## config.mk

```make
export PLATFORM = sky130hd
export DESIGN_NAME = illm_row_serializer
export DESIGN_NICKNAME = d
export VERILOG_FILES = /design/src/rtl/illm_row_serializer.sv
export SDC_FILE = /design/constraint.sdc
export NUM_CORES = 1
export LEC_CHECK = 0
export CORE_ASPECT_RATIO = 0.75
export CORE_MARGIN = 2
export CORE_UTILIZATION = 43
export DETAILED_ROUTE_END_ITERATION = 10
export PLACE_DENSITY = 0.7
export SYNTH_ARGS = -nofsm -noshare
export SYNTH_HDL_FRONTEND = slang
export SYNTH_SLANG_ARGS = --single-unit
```

## constraint.sdc

```tcl
create_clock -name clock -period 3.8 [get_ports clock]
set_input_delay 0.76 -clock clock [delete_from_list [all_inputs] [get_ports clock]]
set_output_delay 0.76 -clock clock [all_outputs]
set_load 0.05 [all_outputs]
```

## src/rtl/illm_row_serializer.sv

```systemverilog
// illm_row_serializer: gathers one sample per lane from 8 IDCT lanes and emits them serially in lane order.
// Optional build macro ILLM_SER_CLAMP_EN saturates emitted data to [0,255].
module illm_row_serializer #(
  parameter int W = 9
) (
  input  logic         clock,
  input  logic         reset,
  input  logic [W-1:0] x0_d,
  input  logic [W-1:0] x1_d,
  input  logic [W-1:0] x2_d,
  input  logic [W-1:0] x3_d,
  input  logic [W-1:0] x4_d,
  input  logic [W-1:0] x5_d,
  input  logic [W-1:0] x6_d,
  input  logic [W-1:0] x7_d,
  input  logic         x0_e,
  input  logic         x1_e,
  input  logic         x2_e,
  input  logic         x3_e,
  input  logic         x4_e,
  input  logic         x5_e,
  input  logic         x6_e,
  input  logic         x7_e,
  input  logic         x0_v,
  input  logic         x1_v,
  input  logic         x2_v,
  input  logic         x3_v,
  input  logic         x4_v,
  input  logic         x5_v,
  input  logic         x6_v,
  input  logic         x7_v,
  output logic         x0_b,
  output logic         x1_b,
  output logic         x2_b,
  output logic         x3_b,
  output logic         x4_b,
  output logic         x5_b,
  output logic         x6_b,
  output logic         x7_b,
  output logic [W-1:0] s_d,
  output logic         s_e,
  output logic         s_v,
  input  logic         s_b,
  output logic         err
);
  localparam logic [1:0] S_COLLECT = 2'd0;
  localparam logic [1:0] S_EMIT    = 2'd1;
  localparam logic [1:0] S_EOS     = 2'd2;
  localparam logic [1:0] S_DONE    = 2'd3;
  logic [1:0]   r_st;
  logic [W-1:0] r_hd [8];
  logic [7:0]   r_he;
  logic [7:0]   r_f;
  logic [2:0]   r_idx;
  logic [W-1:0] r_sd;
  logic         r_se;
  logic         r_sv;
  logic         r_err;
  logic [W-1:0] w_xd [8];
  logic [7:0]   w_xe;
  logic [7:0]   w_xv;
  logic [7:0]   w_xb;
  logic [7:0]   w_acc;
  assign w_xd = '{x0_d, x1_d, x2_d, x3_d, x4_d, x5_d, x6_d, x7_d};
  assign w_xe = {x7_e, x6_e, x5_e, x4_e, x3_e, x2_e, x1_e, x0_e};
  assign w_xv = {x7_v, x6_v, x5_v, x4_v, x3_v, x2_v, x1_v, x0_v};
  assign w_xb = r_f | {8{r_st != S_COLLECT}};
  assign w_acc = w_xv & ~w_xb;
  assign {x7_b, x6_b, x5_b, x4_b, x3_b, x2_b, x1_b, x0_b} = w_xb;
  assign s_d = r_sd;
  assign s_e = r_se;
  assign s_v = r_sv;
  assign err = r_err;
  function automatic logic [W-1:0] f_cv(input logic [W-1:0] v);
`ifdef ILLM_SER_CLAMP_EN
    return v[W-1] ? '0 : (int'(v) > 255 ? W'(255) : v);
`else
    return v;
`endif
  endfunction
  always_ff @(posedge clock or posedge reset) begin
    if (reset) begin
      r_st  <= S_COLLECT;
      r_hd  <= '{default: '0};
      r_he  <= '0;
      r_f   <= '0;
      r_idx <= '0;
      r_sd  <= '0;
      r_se  <= 1'b0;
      r_sv  <= 1'b0;
      r_err <= 1'b0;
    end else begin
      case (r_st)
        S_COLLECT: begin
          for (int i = 0; i < 8; i++)
            if (w_acc[i]) begin
              r_hd[i] <= w_xd[i];
              r_he[i] <= w_xe[i];
            end
          r_f <= r_f | w_acc;
          if (&r_f) begin
            if (&r_he) begin
              r_sv <= 1'b1;
              r_se <= 1'b1;
              r_sd <= '0;
              r_st <= S_EOS;
            end else if (|r_he) begin
              r_err <= 1'b1;
              r_f   <= '0;
              r_he  <= '0;
              r_st  <= S_DONE;
            end else begin
              r_idx <= '0;
              r_sd  <= f_cv(r_hd[0]);
              r_sv  <= 1'b1;
              r_se  <= 1'b0;
              r_st  <= S_EMIT;
            end
          end
        end
        S_EMIT: begin
          if (!s_b) begin
            if (r_idx == 3'd7) begin
              r_sv  <= 1'b0;
              r_f   <= '0;
              r_he  <= '0;
              r_idx <= '0;
              r_st  <= S_COLLECT;
            end else begin
              r_idx <= r_idx + 3'd1;
              r_sd  <= f_cv(r_hd[r_idx + 3'd1]);
            end
          end
        end
        S_EOS: begin
          if (!s_b) begin
            r_sv <= 1'b0;
            r_se <= 1'b0;
            r_f  <= '0;
            r_he <= '0;
            r_st <= S_DONE;
          end
        end
        default: ;
      endcase
    end
  end
endmodule
```

# Yosys cells after proc, flatten, opt, wreduce, memory -nomap -nowiden
# Cells that the tools add are included.
dict set report op_classes {
  n_lt_le_gt_ge 1
  n_reduce_logical 23
  bitwise 6
  addsub 1
  n_mux 52
  eq_ne 11
}
# op count
set ops {}
lappend ops {{$mux W8} 9}
lappend ops {{$mux W9} 7}
lappend ops {{$pmux W8 S3} 2}
lappend ops {{$bmux W9 S3} 1}
lappend ops {{$pmux W9 S2} 1}
lappend ops {{$mux W1} 17}
lappend ops {{$or A8 B8 Y8} 2}
lappend ops {{$reduce_and A2 Y1} 8}
lappend ops {{$reduce_and A8 Y1} 2}
lappend ops {{$mux W3} 5}
lappend ops {{$reduce_and A5 Y1} 3}
lappend ops {{$ne A2 B2 Y1 const B} 7}
lappend ops {{$mux W2} 6}
lappend ops {{$reduce_and A11 Y1} 1}
lappend ops {{$and A8 B8 Y8} 1}
lappend ops {{$not A8 Y8} 1}
lappend ops {{$reduce_and A4 Y1} 2}
lappend ops {{$reduce_or A8 Y1} 1}
lappend ops {{$pmux W2 S3} 1}
lappend ops {{$pmux W3 S2} 1}
lappend ops {{$reduce_and A6 Y1} 1}
lappend ops {{$reduce_bool A2 Y1} 3}
lappend ops {{$ge A4 B4 Y1 const B} 1}
lappend ops {{$not A3 Y4} 1}
lappend ops {{10 further kinds} 10}
dict set report totals {
  register_bits 105
  input_bits 91
}

# Logic depth before layout (Yosys ltp)
dict set report depth {
  depth_word 9
  ltp_mapped 9
  depth_no_buf 7
}

# Least setup slack after synthesis
# OpenSTA, ideal clock, no wires.
dict set report synth_timing {
  kind {reg2out}
  from {register r_st[0]}
  to {output x0_b}
  arrival_time_ps 1379
  path_stages_with_launch 5
  slack_ps 1661
  path_cell_list {dfrtp_1 -> inv_1 -> ha_1 -> clkbuf_1 -> nand2b_1}
}
dict set report synth_between {
  elab_chain_cells 2
}
# element line
set synth_lines {}
lappend synth_lines {{start, declared} 50} ;# logic [1:0] r_st;
lappend synth_lines {{start signal, assigned} 83} ;# r_st <= S_COLLECT;
lappend synth_lines {{start signal, assigned} 106} ;# r_st <= S_EOS;
lappend synth_lines {{start signal, assigned} 111} ;# r_st <= S_DONE;
lappend synth_lines {{$reduce_bool A2 Y1} 67} ;# assign w_xb = r_f | {8{r_st != S_COLLECT}};
lappend synth_lines {{$or A8 B8 Y8} 67}
lappend synth_lines {{end, declared} 32} ;# output logic x0_b,
# No other way between the ends.

# Final worst setup path
dict set report layout_timing {
  from {register r_st[0]}
  to {output x3_b}
}
dict set report layout_between {
  elab_chain_cells 2
}
# element line
set layout_lines {}
lappend layout_lines {{$reduce_bool A2 Y1} 67}
lappend layout_lines {{$or A8 B8 Y8} 67}
lappend layout_lines {{end, declared} 35} ;# output logic x3_b,
# No other way between the ends.

==> results by group <==
STA
  – Slew Limit Headroom: 55.0%
  – Final Max Slew Viols: 0
  – Final setup fails: 0
  – Achievable Freq: 340 MHz
  – RSZ-0062 raised after global routing: false
  – Worst clock skew: 9.79 ps
  – Hold violation total from the final report: 0
  – Period Utilization, post-route: 77.4%
  – Actual slew at the worst max-slew pin: 676 ps
  – Hold_ws: 480 ps
  – Post-route setup TNS: 0 ps
  – Final min period: 2940 ps

Run status
  – Status: finished clean

Clock network
  – Clk_lat worst skew: 350 ps
  – CTS tree: built
  – Worst-path clk slew: 70 ps
  – Post_cts resized: 0
  – Root Buffer Master: clkbuf_16
  – Hold_buf cts: 0
  – CTS sink count: 105
  – Post-CTS setup buffer count: 0
  – Max H-tree Level: 3
  – CTS Buf Count: 9
  – Maximum clock path buffer count: 2

Drt
  – Drt total wl: 14600 um
  – # DRC: 0
  – Drt wl/cell: 18.5 um
  – Detail Route Antenna Nets: 0
  – Pre-antenna DRT Iters: 5
  – Initial drt markers: 370
  – Vias per cell: 5.49
  – DR vias: 4337

Place
  – Routability Congestion: 0.861
  – Placed cell area: 0.00625 mm2
  – Post-DP HPWL: 10300 um
  – I/O Buffers: 110

Global route
  – Global-route wire length before repair: 23000 um
  – Initial antenna violation count: 0
  – Pin count of the biggest net entering global routing: 57
  – GRT overflow: 0
  – Vias in the first global route: 4240
  – GRT Util Overall: 24.0%

Min path
  – Hold endpoint: r_hd[49]$_DFFE_PP0P_
  – Hold_sp: r_hd[49]$_DFFE_PP0P_
  – Hold WC Path Type: flop to flop
  – Hold Path Depth: 2

Yosys
  – Syn Area/Cell: 9.29 um2
  – Synth Register Bits: 105
  – Post-synth EDFFs: 0
  – Synth top area share: 52.4%
  – Mapped Cells: 540
  – Synth async-reset ratio: 100%
  – Ranking of synthesized cells by area: dfrtp_1 (52%), nand2_1 (17%), mux2i_1 (4.2%)
  – Post-synthesis sequential area ratio: 52.4%
  – Syn_nets: 637
  – Mapped Area: 0.00502 mm2
  – Most frequent cells after synthesis: nand2_1 (226), dfrtp_1 (105), clkbuf_1 (22)
  – Synth area leader: dfrtp_1
  – Count leader, synth: nand2_1
  – Post-synth cell types: 36
  – Yosys warns: 0
  – Predominant post-synthesis flop cell: dfrtp_1

Power and ir drop
  – Static Leakage: 0.00316 uW
  – Clock power share: 43.4%
  – Sequential power share: 50.9%
  – VDD IR max: 0.000252 V
  – Pwr Density: 335 mW/mm2
  – Int Power: 1730 uW
  – Comb pwr share: 5.7%
  – Switching pwr: 463 uW
  – Switching Share: 21.1%
  – Power Total: 2200 uW

Layout
  – Finished Cell Area: 0.00656 mm2
  – Fin nets: 738
  – Share of layout cells above drive strength 1: 8.05%
  – Layout area overhead: 30.7%
  – # diodes: 0
  – Reg area: 0.00263 mm2
  – Multi-input logic area: 0.00219 mm2
  – Number of fill cells: 1008

Die
  – Die Ht: 97.5 um
  – Initial core utilization: 43.7%
  – Num rows: 34
  – Ports: 111
  – Core Footprint: 0.0115 mm2
  – Die width: 129 um
  – Die area: 0.0126 mm2

Critical path
  – Worst-path fanout max: 13
  – Critical path class: flop to output pin
  – Worst Path Arrival: 2180 ps
  – CP Capture Type: output pin
  – Worst path required time: 3040 ps
  – Worst setup path start: r_st[0]$_DFFE_PP0P_
  – Worst R2R Start: r_st[1]$_DFFE_PP0P_
  – Worst R2R End: s_d[7]$_DFFE_PP0P_
  – Reg2Reg Setup Slack: 1470 ps
  – R2R cell count: 7
  – Crit start category: flop

Run
  – # Max-Cap Violations: 0
## power groups by stage
| stage | Sequential, uW | Combinational [uW] | Clock [uW] |
|---|---|---|---|
| 2_1_floorplan | 1140 | 17.5 | 0 |
| 3_3_place_gp | 1140 | 127 | 0 |
| 3_5_place_dp | 1140 | 127 | 0 |
| 4_1_cts | 1120 | 128 | 967 |
| 5_1_grt | 1120 | 137 | 1010 |
| 6_report | 1120 | 126 | 952 |
## layer usage
metal  vias to the layer above  wire (um)  global-route usage, %
met3                        24       1280                   5.67
met5                         -          0                      0
met4                         0        284                   7.19
met2                       224       6270                   33.7
li1                       1986          -                      -
met1                      2103       6740                   36.8
## worst max-delay path by stage
stage	cells past startpoint	end	slack (ps)
3_5_place_dp	6	r_f[0]$_DFFE_PP0P_	1200
2_1_floorplan	1	err$_DFFE_PP0P_	280
4_1_cts	4	x3_b	840
3_3_place_gp	4	x5_b	1290
6_report	4	x3_b	860
5_1_grt	4	x4_b	740
## metrics by stage
step	utilization, %	setup slack, ps	cells
6_report	57.1	858	790
5_1_grt	57.1	744	790
4_1_cts	57.1	840	790
3_5_place_dp	54.4	1200	774
3_3_place_gp	54.4	1290	774
2_1_floorplan	-	279	540
## final cells by class
cell class / instances / area share, %
Multi-Input combinational cell: 386 / 33.4
Timing Repair Buffer: 118 / 17.9
Inverter: 21 / 1.24
Clock inverter: 6 / 0.993
Clock buffer: 10 / 3.65
Tap cell: 144 / 2.75
Sequential cell: 105 / 40.1
## worst max-delay path: stages (launching register included)
cell             delay, ps
dfrtp_1                410
inv_1                  120
ha_1                   470
nand2b_1               100
clkdlybuf4s50_1        730
## state kept, by name, summed over array words and instances, names as in the netlist
name and flops:
r_hd 72, s_d 9, r_f 8, r_he 8, r_idx 3, r_st 2, err 1, s_e 1
s_v 1
## cells by family after synthesis
kind of cell               count (synthesis)  synth area share, %
AOI/OAI and AO/OA                         56                 7.38
adders and majority gates                  6                 1.50
buffers and inverters                     49                 3.99
DFF                                      105                 52.4
muxes                                     42                 11.1
and+or+nand+nor                          282                 23.7
## layout by cell type (no fill, tap or decap), drive strengths merged, types with 6 or more instances in the layout
master / netlist / final
nand2: 226 / 226
nor2: 13 / 13
mux2i: 21 / 21
inv: 21 / 23
mux2: 12 / 12
o21ai: 13 / 13
nand3b: 8 / 8
o22ai: 9 / 9
clkdlybuf4s50: 0 / 110
nand4: 11 / 11
clkbuf: 22 / 10
dfrtp: 105 / 105
a221o: 9 / 9
buf: 6 / 8
ha: 6 / 6
nand2b: 12 / 12
a21oi: 19 / 19
mux4: 9 / 9
No activity file was read; power rests on OpenSTA's default activity.
